### src/rtl/spi_pkg.sv
// Shared constants for the SPI slave responder: mode encodings, FSM states,
// frame width / idle byte defaults and RX FIFO depth.
package spi_pkg;

  localparam int unsigned SPI_DATA_W        = 8;
  localparam logic [7:0]  SPI_TX_IDLE       = 8'hFF;
  localparam int unsigned SPI_RX_FIFO_DEPTH = 4;

  // SCK idle level and sampling phase encodings
  localparam logic SPI_CPOL_LOW   = 1'b0;
  localparam logic SPI_CPOL_HIGH  = 1'b1;
  localparam logic SPI_CPHA_LEAD  = 1'b0;
  localparam logic SPI_CPHA_TRAIL = 1'b1;

  // Frame FSM states
  localparam logic [1:0] ST_IDLE  = 2'd0;
  localparam logic [1:0] ST_SHIFT = 2'd1;
  localparam logic [1:0] ST_DONE  = 2'd2;

endpackage

### src/rtl/spi_sync_edge.sv
// Two-flop synchronizer for an asynchronous SPI pin followed by a registered
// rise/fall detector. Edge pulses appear 3 clk cycles after the pin toggles.
module spi_sync_edge #(
  parameter logic RST_VAL = 1'b0
) (
  input  logic clk,
  input  logic rst,
  input  logic d,
  output logic rise,
  output logic fall
);

  logic s1;
  logic s2;
  logic s3;

  // Synchronize, keep one delayed copy, and register the edge pulses
  always_ff @(posedge clk) begin
    if (rst) begin
      s1   <= RST_VAL;
      s2   <= RST_VAL;
      s3   <= RST_VAL;
      rise <= 1'b0;
      fall <= 1'b0;
    end else begin
      s1   <= d;
      s2   <= s1;
      s3   <= s2;
      rise <= s2 & ~s3;
      fall <= ~s2 & s3;
    end
  end

endmodule

### src/rtl/spi_slave_responder.sv
// SPI slave responder: oversamples SCK/MOSI/SS_N, shifts MSB-first frames,
// returns a preloaded TX byte on MISO, and hands RX bytes to local logic.
// Optional: define SPI_SLAVE_RX_FIFO_EN for a 4-entry RX FIFO in front of
// the rx handshake (default: single RX register).
module spi_slave_responder
  import spi_pkg::*;
#(
  parameter int unsigned        DATA_W  = SPI_DATA_W,
  parameter logic               CPOL    = SPI_CPOL_LOW,
  parameter logic               CPHA    = SPI_CPHA_LEAD,
  parameter logic [DATA_W-1:0]  TX_IDLE = DATA_W'(SPI_TX_IDLE)
) (
  input  logic              wb_clk_i,
  input  logic              wb_rst_i,
  input  logic              sck_i,
  input  logic              mosi_i,
  input  logic              ss_n_i,
  output logic              miso_o,
  output logic              miso_oe_o,
  output logic [DATA_W-1:0] rx_data_o,
  output logic              rx_valid_o,
  input  logic              rx_ready_i,
  input  logic [DATA_W-1:0] tx_data_i,
  input  logic              tx_valid_i,
  output logic              tx_ready_o,
  output logic              rx_overrun_o,
  output logic              tx_underrun_o,
  output logic              busy_o
);

  localparam int unsigned CNT_W = $clog2(DATA_W + 1);

  logic              sck_rise, sck_fall, ss_rise, ss_fall;
  logic              mosi_m, mosi_s;
  logic [1:0]        state, state_d;
  logic [CNT_W-1:0]  bit_cnt;
  logic [DATA_W-1:0] rx_shift, tx_shift, hold_data, load_byte_c;
  logic              sample_c, shift_c;
  logic              load_c, sample_en_c, shift_en_c, deliver_c, abort_c;

  spi_sync_edge #(.RST_VAL(CPOL)) u_sck_sync (
    .clk (wb_clk_i), .rst (wb_rst_i), .d (sck_i),
    .rise(sck_rise), .fall(sck_fall)
  );

  spi_sync_edge #(.RST_VAL(1'b1)) u_ss_sync (
    .clk (wb_clk_i), .rst (wb_rst_i), .d (ss_n_i),
    .rise(ss_rise), .fall(ss_fall)
  );

  // MOSI only needs synchronizing; it is consumed on SCK sample edges
  always_ff @(posedge wb_clk_i) begin
    if (wb_rst_i) begin
      mosi_m <= 1'b0;
      mosi_s <= 1'b0;
    end else begin
      mosi_m <= mosi_i;
      mosi_s <= mosi_m;
    end
  end

  // Map SCK edges to sample/shift events for the configured mode
  always_comb begin
    sample_c    = 1'b0;
    shift_c     = 1'b0;
    load_byte_c = tx_ready_o ? TX_IDLE : hold_data;
    if (CPHA == SPI_CPHA_LEAD) begin
      sample_c = (CPOL == SPI_CPOL_HIGH) ? sck_fall : sck_rise;
      shift_c  = (CPOL == SPI_CPOL_HIGH) ? sck_rise : sck_fall;
    end else begin
      sample_c = (CPOL == SPI_CPOL_HIGH) ? sck_rise : sck_fall;
      shift_c  = (CPOL == SPI_CPOL_HIGH) ? sck_fall : sck_rise;
    end
  end

  // FSM state register
  always_ff @(posedge wb_clk_i) begin
    if (wb_rst_i) state <= ST_IDLE;
    else          state <= state_d;
  end

  // FSM next state and per-cycle datapath strobes
  always_comb begin
    state_d     = state;
    load_c      = 1'b0;
    sample_en_c = 1'b0;
    shift_en_c  = 1'b0;
    deliver_c   = 1'b0;
    abort_c     = 1'b0;
    case (state)
      ST_IDLE: begin
        if (ss_fall) begin
          load_c  = 1'b1;
          state_d = ST_SHIFT;
        end
      end
      ST_SHIFT: begin
        if (ss_rise) begin
          abort_c = 1'b1;
          state_d = ST_IDLE;
        end else if (sample_c) begin
          sample_en_c = 1'b1;
          if (bit_cnt == CNT_W'(DATA_W - 1)) state_d = ST_DONE;
        end else if (shift_c && (CPHA == SPI_CPHA_TRAIL || bit_cnt != '0)) begin
          // CPHA=0: the MSB went out at load, and the trailing edge of the
          // previous frame's last bit must not disturb the new frame
          shift_en_c = 1'b1;
        end
      end
      ST_DONE: begin
        deliver_c = 1'b1;
        if (ss_rise) begin
          abort_c = 1'b1;
          state_d = ST_IDLE;
        end else begin
          load_c  = 1'b1;
          state_d = ST_SHIFT;
        end
      end
      default: state_d = ST_IDLE;
    endcase
  end

  // Shift registers, bit counter, MISO drive and busy flag
  always_ff @(posedge wb_clk_i) begin
    if (wb_rst_i) begin
      bit_cnt   <= '0;
      rx_shift  <= '0;
      tx_shift  <= '0;
      miso_o    <= TX_IDLE[DATA_W-1];
      miso_oe_o <= 1'b0;
      busy_o    <= 1'b0;
    end else begin
      if (ss_fall)      busy_o <= 1'b1;
      else if (ss_rise) busy_o <= 1'b0;

      if (abort_c) begin
        bit_cnt   <= '0;
        miso_oe_o <= 1'b0;
        miso_o    <= TX_IDLE[DATA_W-1];
      end else if (load_c) begin
        bit_cnt   <= '0;
        miso_oe_o <= 1'b1;
        if (CPHA == SPI_CPHA_LEAD) begin
          miso_o   <= load_byte_c[DATA_W-1];
          tx_shift <= {load_byte_c[DATA_W-2:0], 1'b0};
        end else begin
          tx_shift <= load_byte_c;
        end
      end else if (sample_en_c) begin
        rx_shift <= {rx_shift[DATA_W-2:0], mosi_s};
        bit_cnt  <= bit_cnt + CNT_W'(1);
      end else if (shift_en_c) begin
        miso_o   <= tx_shift[DATA_W-1];
        tx_shift <= {tx_shift[DATA_W-2:0], 1'b0};
      end
    end
  end

  // TX holding register; a capture coinciding with a load serves the next frame
  always_ff @(posedge wb_clk_i) begin
    if (wb_rst_i) begin
      hold_data     <= '0;
      tx_ready_o    <= 1'b1;
      tx_underrun_o <= 1'b0;
    end else begin
      if (tx_valid_i && tx_ready_o) begin
        hold_data  <= tx_data_i;
        tx_ready_o <= 1'b0;
      end else if (load_c && !tx_ready_o) begin
        tx_ready_o <= 1'b1;
      end
      if (load_c && tx_ready_o) tx_underrun_o <= 1'b1;
    end
  end

`ifdef SPI_SLAVE_RX_FIFO_EN
  localparam int unsigned PTR_W  = $clog2(SPI_RX_FIFO_DEPTH);
  localparam int unsigned CNT_FW = PTR_W + 1;

  logic [DATA_W-1:0] fifo_mem [SPI_RX_FIFO_DEPTH];
  logic [PTR_W-1:0]  wr_ptr, rd_ptr, rd_ptr_d;
  logic [CNT_FW-1:0] fifo_cnt, fifo_cnt_d;
  logic              push_c, pop_c;
  logic [DATA_W-1:0] head_d;

  // Next FIFO occupancy and the byte that will sit at the head
  always_comb begin
    pop_c      = rx_valid_o && rx_ready_i;
    push_c     = deliver_c && (fifo_cnt != CNT_FW'(SPI_RX_FIFO_DEPTH));
    rd_ptr_d   = rd_ptr + PTR_W'(pop_c);
    fifo_cnt_d = fifo_cnt + CNT_FW'(push_c) - CNT_FW'(pop_c);
    head_d     = (push_c && wr_ptr == rd_ptr_d) ? rx_shift : fifo_mem[rd_ptr_d];
  end

  // FIFO storage
  always_ff @(posedge wb_clk_i) begin
    if (push_c) fifo_mem[wr_ptr] <= rx_shift;
  end

  // FIFO pointers, registered head/valid and overrun on a full FIFO
  always_ff @(posedge wb_clk_i) begin
    if (wb_rst_i) begin
      wr_ptr       <= '0;
      rd_ptr       <= '0;
      fifo_cnt     <= '0;
      rx_data_o    <= '0;
      rx_valid_o   <= 1'b0;
      rx_overrun_o <= 1'b0;
    end else begin
      if (push_c) wr_ptr <= wr_ptr + PTR_W'(1);
      rd_ptr     <= rd_ptr_d;
      fifo_cnt   <= fifo_cnt_d;
      rx_valid_o <= (fifo_cnt_d != '0);
      if (fifo_cnt_d != '0) rx_data_o <= head_d;
      if (deliver_c && !push_c) rx_overrun_o <= 1'b1;
    end
  end
`else
  // Single RX register: a new byte always wins, overrun if unread
  always_ff @(posedge wb_clk_i) begin
    if (wb_rst_i) begin
      rx_data_o    <= '0;
      rx_valid_o   <= 1'b0;
      rx_overrun_o <= 1'b0;
    end else if (deliver_c) begin
      rx_data_o  <= rx_shift;
      rx_valid_o <= 1'b1;
      if (rx_valid_o && !rx_ready_i) rx_overrun_o <= 1'b1;
    end else if (rx_valid_o && rx_ready_i) begin
      rx_valid_o <= 1'b0;
    end
  end
`endif

endmodule
### config.mk
export PLATFORM = sky130hd
export DESIGN_NAME = spi_slave_responder
export DESIGN_NICKNAME = d
export VERILOG_FILES = /design/src/rtl/spi_pkg.sv /design/src/rtl/spi_sync_edge.sv /design/src/rtl/spi_slave_responder.sv
export SDC_FILE = /design/constraint.sdc
export NUM_CORES = 1
export LEC_CHECK = 0
export ABC_CLOCK_PERIOD_IN_PS = 4400
export BUFFER_PORTS_ARGS = -buffer_cell sky130_fd_sc_hd__buf_2
export CORE_ASPECT_RATIO = 0.5
export CORE_MARGIN = 2
export CORE_UTILIZATION = 30
export DETAILED_ROUTE_END_ITERATION = 8
export PLACE_DENSITY = 0.52
export SKIP_LAST_GASP = 1
export SYNTH_ARGS = -nofsm -noshare
export SYNTH_HDL_FRONTEND = slang
export SYNTH_SLANG_ARGS = --single-unit
export TNS_END_PERCENT = 100
### constraint.sdc
create_clock -name wb_clk_i -period 4.4 [get_ports wb_clk_i]
set_input_delay 0.22 -clock wb_clk_i [delete_from_list [all_inputs] [get_ports wb_clk_i]]
set_output_delay 0.22 -clock wb_clk_i [all_outputs]
set_load 0.01 [all_outputs]
# == Word-level counts from Yosys, hierarchy flattened ==
# Index checks and enable logic that the tools add are counted.
# op_classes
n_bitwise,10
muxes,32
n_eq_ne,7
add_sub_neg,1
reduce_logical,22
# ops
cell,count
2-to-1 mux 8 bit,4
2-to-1 mux 1 bit,22
AND reduction 3 bit,3
2-to-1 mux 2 bit,4
nonzero test 2 bit,4
logical AND 1 bit,6
inverter 1 bit,6
one-hot mux 2 bit (3 select lines),1
"adder 4 x 1 -> 4 bit, second input constant",1
bitwise AND 1 bit,4
"== test 4 x 3 -> 1 bit, second input constant",1
AND reduction 2 bit,2
nonzero test 4 bit,1
OR reduction 2 bit,2
"!= test 3 x 1 -> 1 bit, second input constant",1
"!= test 3 x 2 -> 1 bit, second input constant",1
OR reduction 3 bit,1
"== test 2 x 1 -> 1 bit, second input constant",1
"== test 2 bit, second input constant",1
logical NOT 1 bit,2
logical NOT 2 bit,1
"!= test 2 x 1 -> 1 bit, second input constant",1
"!= test 2 bit, second input constant",1
one-hot mux 1 bit (2 select lines),1
# word_totals
out_inout_bits,15
input_bits,15
regBits,57
word_cells,97

# == Logic depth before layout (Yosys ltp) ==
# logic_depth
ltp_word,9
mapped_depth,8
depth_no_buf,6

# == Hierarchy ==
# From an unflattened synthesis, not the netlist that was laid out.
# hier_totals
cells_unflattened,241
area_unflattened_um2,2232.1
# by_module_without_submodules
mod,cells_per_inst,n_inst,area_each_um2,seq_area_each_um2
spi_slave_responder,221,1,1964.4,920.9
spi_sync_edge,10,2,133.9,100.1

# == Least setup slack after synthesis ==
# OpenSTA, ideal clock, no wires.
# synth_path
kind,reg2reg
startpoint,register state[0]
endpoint,register tx_shift[4]
t_arrival_ns,1.434
n_path_buf,2
t_required_ns,4.299
setup_time_ns,0.101
slack_ns,2.865
synth_period_minus_slack_ns,1.535
stages_incl_launch_ff,7
path_cell_list,dfxtp_1 > inv_1 > ha_1 > and2_1 > clkbuf_1 > clkbuf_1 > o41ai_1
# synth_via
elab_chain_len,5
elab_cells_between_ends,13
cone_classes,eq/ne: 3; mux: 5; bitwise: 1; reduce/logical: 4
# synth_rtl
element,line_no,source
from (decl),spi_slave_responder.sv:35,"logic [1:0] state, state_d;"
from (signal assigned),spi_slave_responder.sv:79,else state <= state_d;
"parallel branches: the longest is 5 deep, another holds AND reduction 3 bit",--,
to (signal assigned),spi_slave_responder.sv:146,"tx_shift <= {load_byte_c[DATA_W-2:0], 1'b0};"
to (signal assigned),spi_slave_responder.sv:148,tx_shift <= load_byte_c;
to (signal assigned),spi_slave_responder.sv:155,"tx_shift <= {tx_shift[DATA_W-2:0], 1'b0};"
to (decl),spi_slave_responder.sv:37,"logic [DATA_W-1:0] rx_shift, tx_shift, hold_data, load_byte_c;"
# Parallel ways; which one is timed is not known.
# A chain may end at the register's enable or synchronous reset.

# == Final worst setup path ==
# layout_path
startpoint,register state[0]
endpoint,register tx_shift[7]
# Same word-level chain as after synthesis.

==> impl_metrics.ini <==
[worst_setup_path]
cp.arrival_ns = 2.18
reg2reg_slack_ns = 2.39
crit_fanout = 15
cp-start-kind = flip-flop
slowest_stage = ha_1
cp_top_family = compound AO/OA/AOI/OAI gates
cp-end-kind = flip-flop
required_ns = 4.57
worst-path-buf-inv = 1
crit_type = flip-flop to flip-flop
crit_chain = inv_1 -> ha_1 -> nand2b_4 -> o211a_1 -> o41ai_1
reg2reg_to = tx_shift[7]
reg2reg_from = state[0]
slowest_delay_ns = 0.56
startpoint = state[0]
worst-r2r-cell-count = 5

[die]
die_y_um = 65.2
rows = 22
die_w_um = 126
dieArea_sq_mm = 0.00823
start_util_pct = 30.8
coreArea_sq_mm = 0.00729
io-pin-count = 30

[clock_tree]
path_clk_slew_ns = 0.06
clock-root-buffer = clkbuf_16
clockBufferDepth = 2
cts_buffers = 5
cts_setup_buffers = 0
htreeDepth = 2
cts_tree = done
clock_latency_ns = 0.29
clkSinkCount = 56
cts_resized = 0
ctsHoldBuffers = 0

[placement]
pre_cts_slack_ns = 2.35
place.gp.congestion = 0.757
dpl.hpwl_um = 2830
port_buffers = 29

[synthesis]
ys.flop_type = dfxtp_1
yosysSeqAreaShare_pct = 49.9
synth.avg_cell_area_sq_um = 9.28
syn_area_sq_mm = 0.00224
synth_warnings = 0
synth_most_common_cell = dfxtp_1
synth_area_leaders = dfxtp_1, mux2i_1, nor2_1, a21oi_1, nor2b_1
yosysTopAreaCell = dfxtp_1
synth_xor_xnor_area_share_pct = 1.17
synth_top_area_share_pct = 49.9
synth_compound_area_share_pct = 11.5
synth-simple-area-share_pct = 21.0
syn_inst = 242
synth_top_family_by_area = simple AND/OR/NAND/NOR gates
synth_cell_type_count = 37
synth_mux_area_share_pct = 8.03
synth_fa_ha_area_share_pct = 3.34
syn_nets = 263
synth_edf_count = 0
ys_async_sr_fraction_pct = 0
ys_seq_elements = 56
yosys-top-cells-count = dfxtp_1, nor2_1, a21oi_1

[timing]
drv_slew = 0
tns_ns = 0
clock_skew_ns = 0.00476
final_hold_viol_count = 0
max_freq_mhz = 498
slew_headroom_pct = 38.8
min_period_ns = 2.01
setup_ws_ns = 2.39
timing.final.crit_share_pct = 45.6
finalSetupViolCount = 0
worst_pin_slew_ns = 0.918
rsz0062_at_grt = no

[grt]
grt_pass1_wl_um = 7070
track_usage_pct = 10.4
grt_max_degree = 56
grt_overflow = 0
antenna_found_initial = 0
grt_pass1_vias = 1608

[detailed_routing]
firstDrtPassIters = 3
wl_met3_um = 128
drt_iter0_drc = 86
routed.top_layer = met4
drt-total-wl_um = 3990
drc_errors = 0
vias_per_cell = 4.59
antenna_left = 0
wl_per_cell_um = 11.1
wl_met2_um = 1860
drt-met1-wl_um = 1970
vias = 1647

[final_layout]
layout.nets = 283
drive_gt1_share_pct = 16.3
antenna_cells = 0
fillers = 743
area_growth_pct = 14.3

[hold_path]
hp-class = input port to flip-flop
hold_start = ss_n_i
min_delay_worst_endpoint = u_ss_sync.s1
hold_depth = 2

[power_and_ir_drop]
ir_worst_vdd_uv = 164
p_leak_uw = 0.00108
power.density_mw_per_mm2 = 412

[flow_run]
max-cap-violations = 0

[run_status]
outcome = completed
[area by class of cell]
| cell class | instances | area, sq um | share of cell area, % |
|---|---|---|---|
| Timing Repair Buffer | 29 | 145 | 5.66 |
| Clock buffer | 7 | 133 | 5.17 |
| Clock inverter | 1 | 8.76 | 0.341 |
| Inverter | 7 | 26.3 | 1.02 |
| Sequential cell | 56 | 1120 | 43.7 |
| Tap cell | 96 | 120 | 4.68 |
| Multi-Input combinational cell | 163 | 1010 | 39.4 |
[flip-flops by register name (all words and copies together), names as in the netlist, 2 cells and up]
name / cells
rx_data_o: 8
bit_cnt: 4
rx_shift: 8
tx_shift: 7
state: 2
hold_data: 8
[worst max-delay path by stage]
| stage | end | slack [ns] | cells past startpoint |
|---|---|---|---|
| 3_3_place_gp | tx_shift[1] | 2.47 | 6 |
| 6_report | tx_shift[7] | 2.39 | 5 |
| 2_1_floorplan | tx_shift[4] | 2.87 | 6 |
| 3_5_place_dp | tx_shift[7] | 2.35 | 5 |
| 5_1_grt | miso_o | 2.13 | 5 |
| 4_1_cts | tx_shift[7] | 2.33 | 5 |
[cell families (layout without fill, tap and decap cells)]
family	after synthesis	in the layout
buffers and inverters	23	44
adders and majority gates	6	6
xor gates and xnor gates	3	3
and+or+nand+nor	92	92
DFF	56	56
AOI/OAI and AO/OA	44	44
muxes	18	18
[cell usage in the layout, fill, tap and decap left out, drive strengths merged]
cell type and n:
a21oi 26, a2bb2oi 1, and2 2, and2b 1
and3b 1, buf 29, clkbuf 7, clkinv 1
dfxtp 56, ha 6, inv 7, mux2i 18
nand2 14, nand2b 2, nand3 9, nand4 1
nand4b 1, nand4bb 1, nor2 38, nor2b 14
nor3 1, nor3b 3, o211a 1, o21a 1
o21ai 8, o311ai 1, o41ai 6, or2 3
or3 1, xnor2 1, xor2 2
[metrics by stage]
step	util [%]	hold slack [ns]	cells	instance area [sq um]	total power, uW
2_1_floorplan	-	0.324	242	2240	660
3_3_place_gp	33.2	0.395	351	2420	683
3_5_place_dp	33.2	0.400	351	2420	687
4_1_cts	35.2	0.113	359	2560	1070
5_1_grt	35.2	0.119	359	2560	1120
6_report	35.2	0.117	359	2560	1060
[layer usage]
metal	vias to the layer above	GRT usage, %
li1	852	-
met3	4	3.01
met2	14	18.3
met1	777	12.6
met4	0	3.30
met5	-	0
[where the power goes]
| part | switching [uW] | internal (uW) | total [uW] |
|---|---|---|---|
| Sequential | 16.4 | 527 | 544 |
| Combinational | 74.6 | 54.5 | 129 |
| Clock | 170 | 213 | 383 |
| Total | 261 | 795 | 1060 |
No activity file was read; power rests on OpenSTA's default activity.
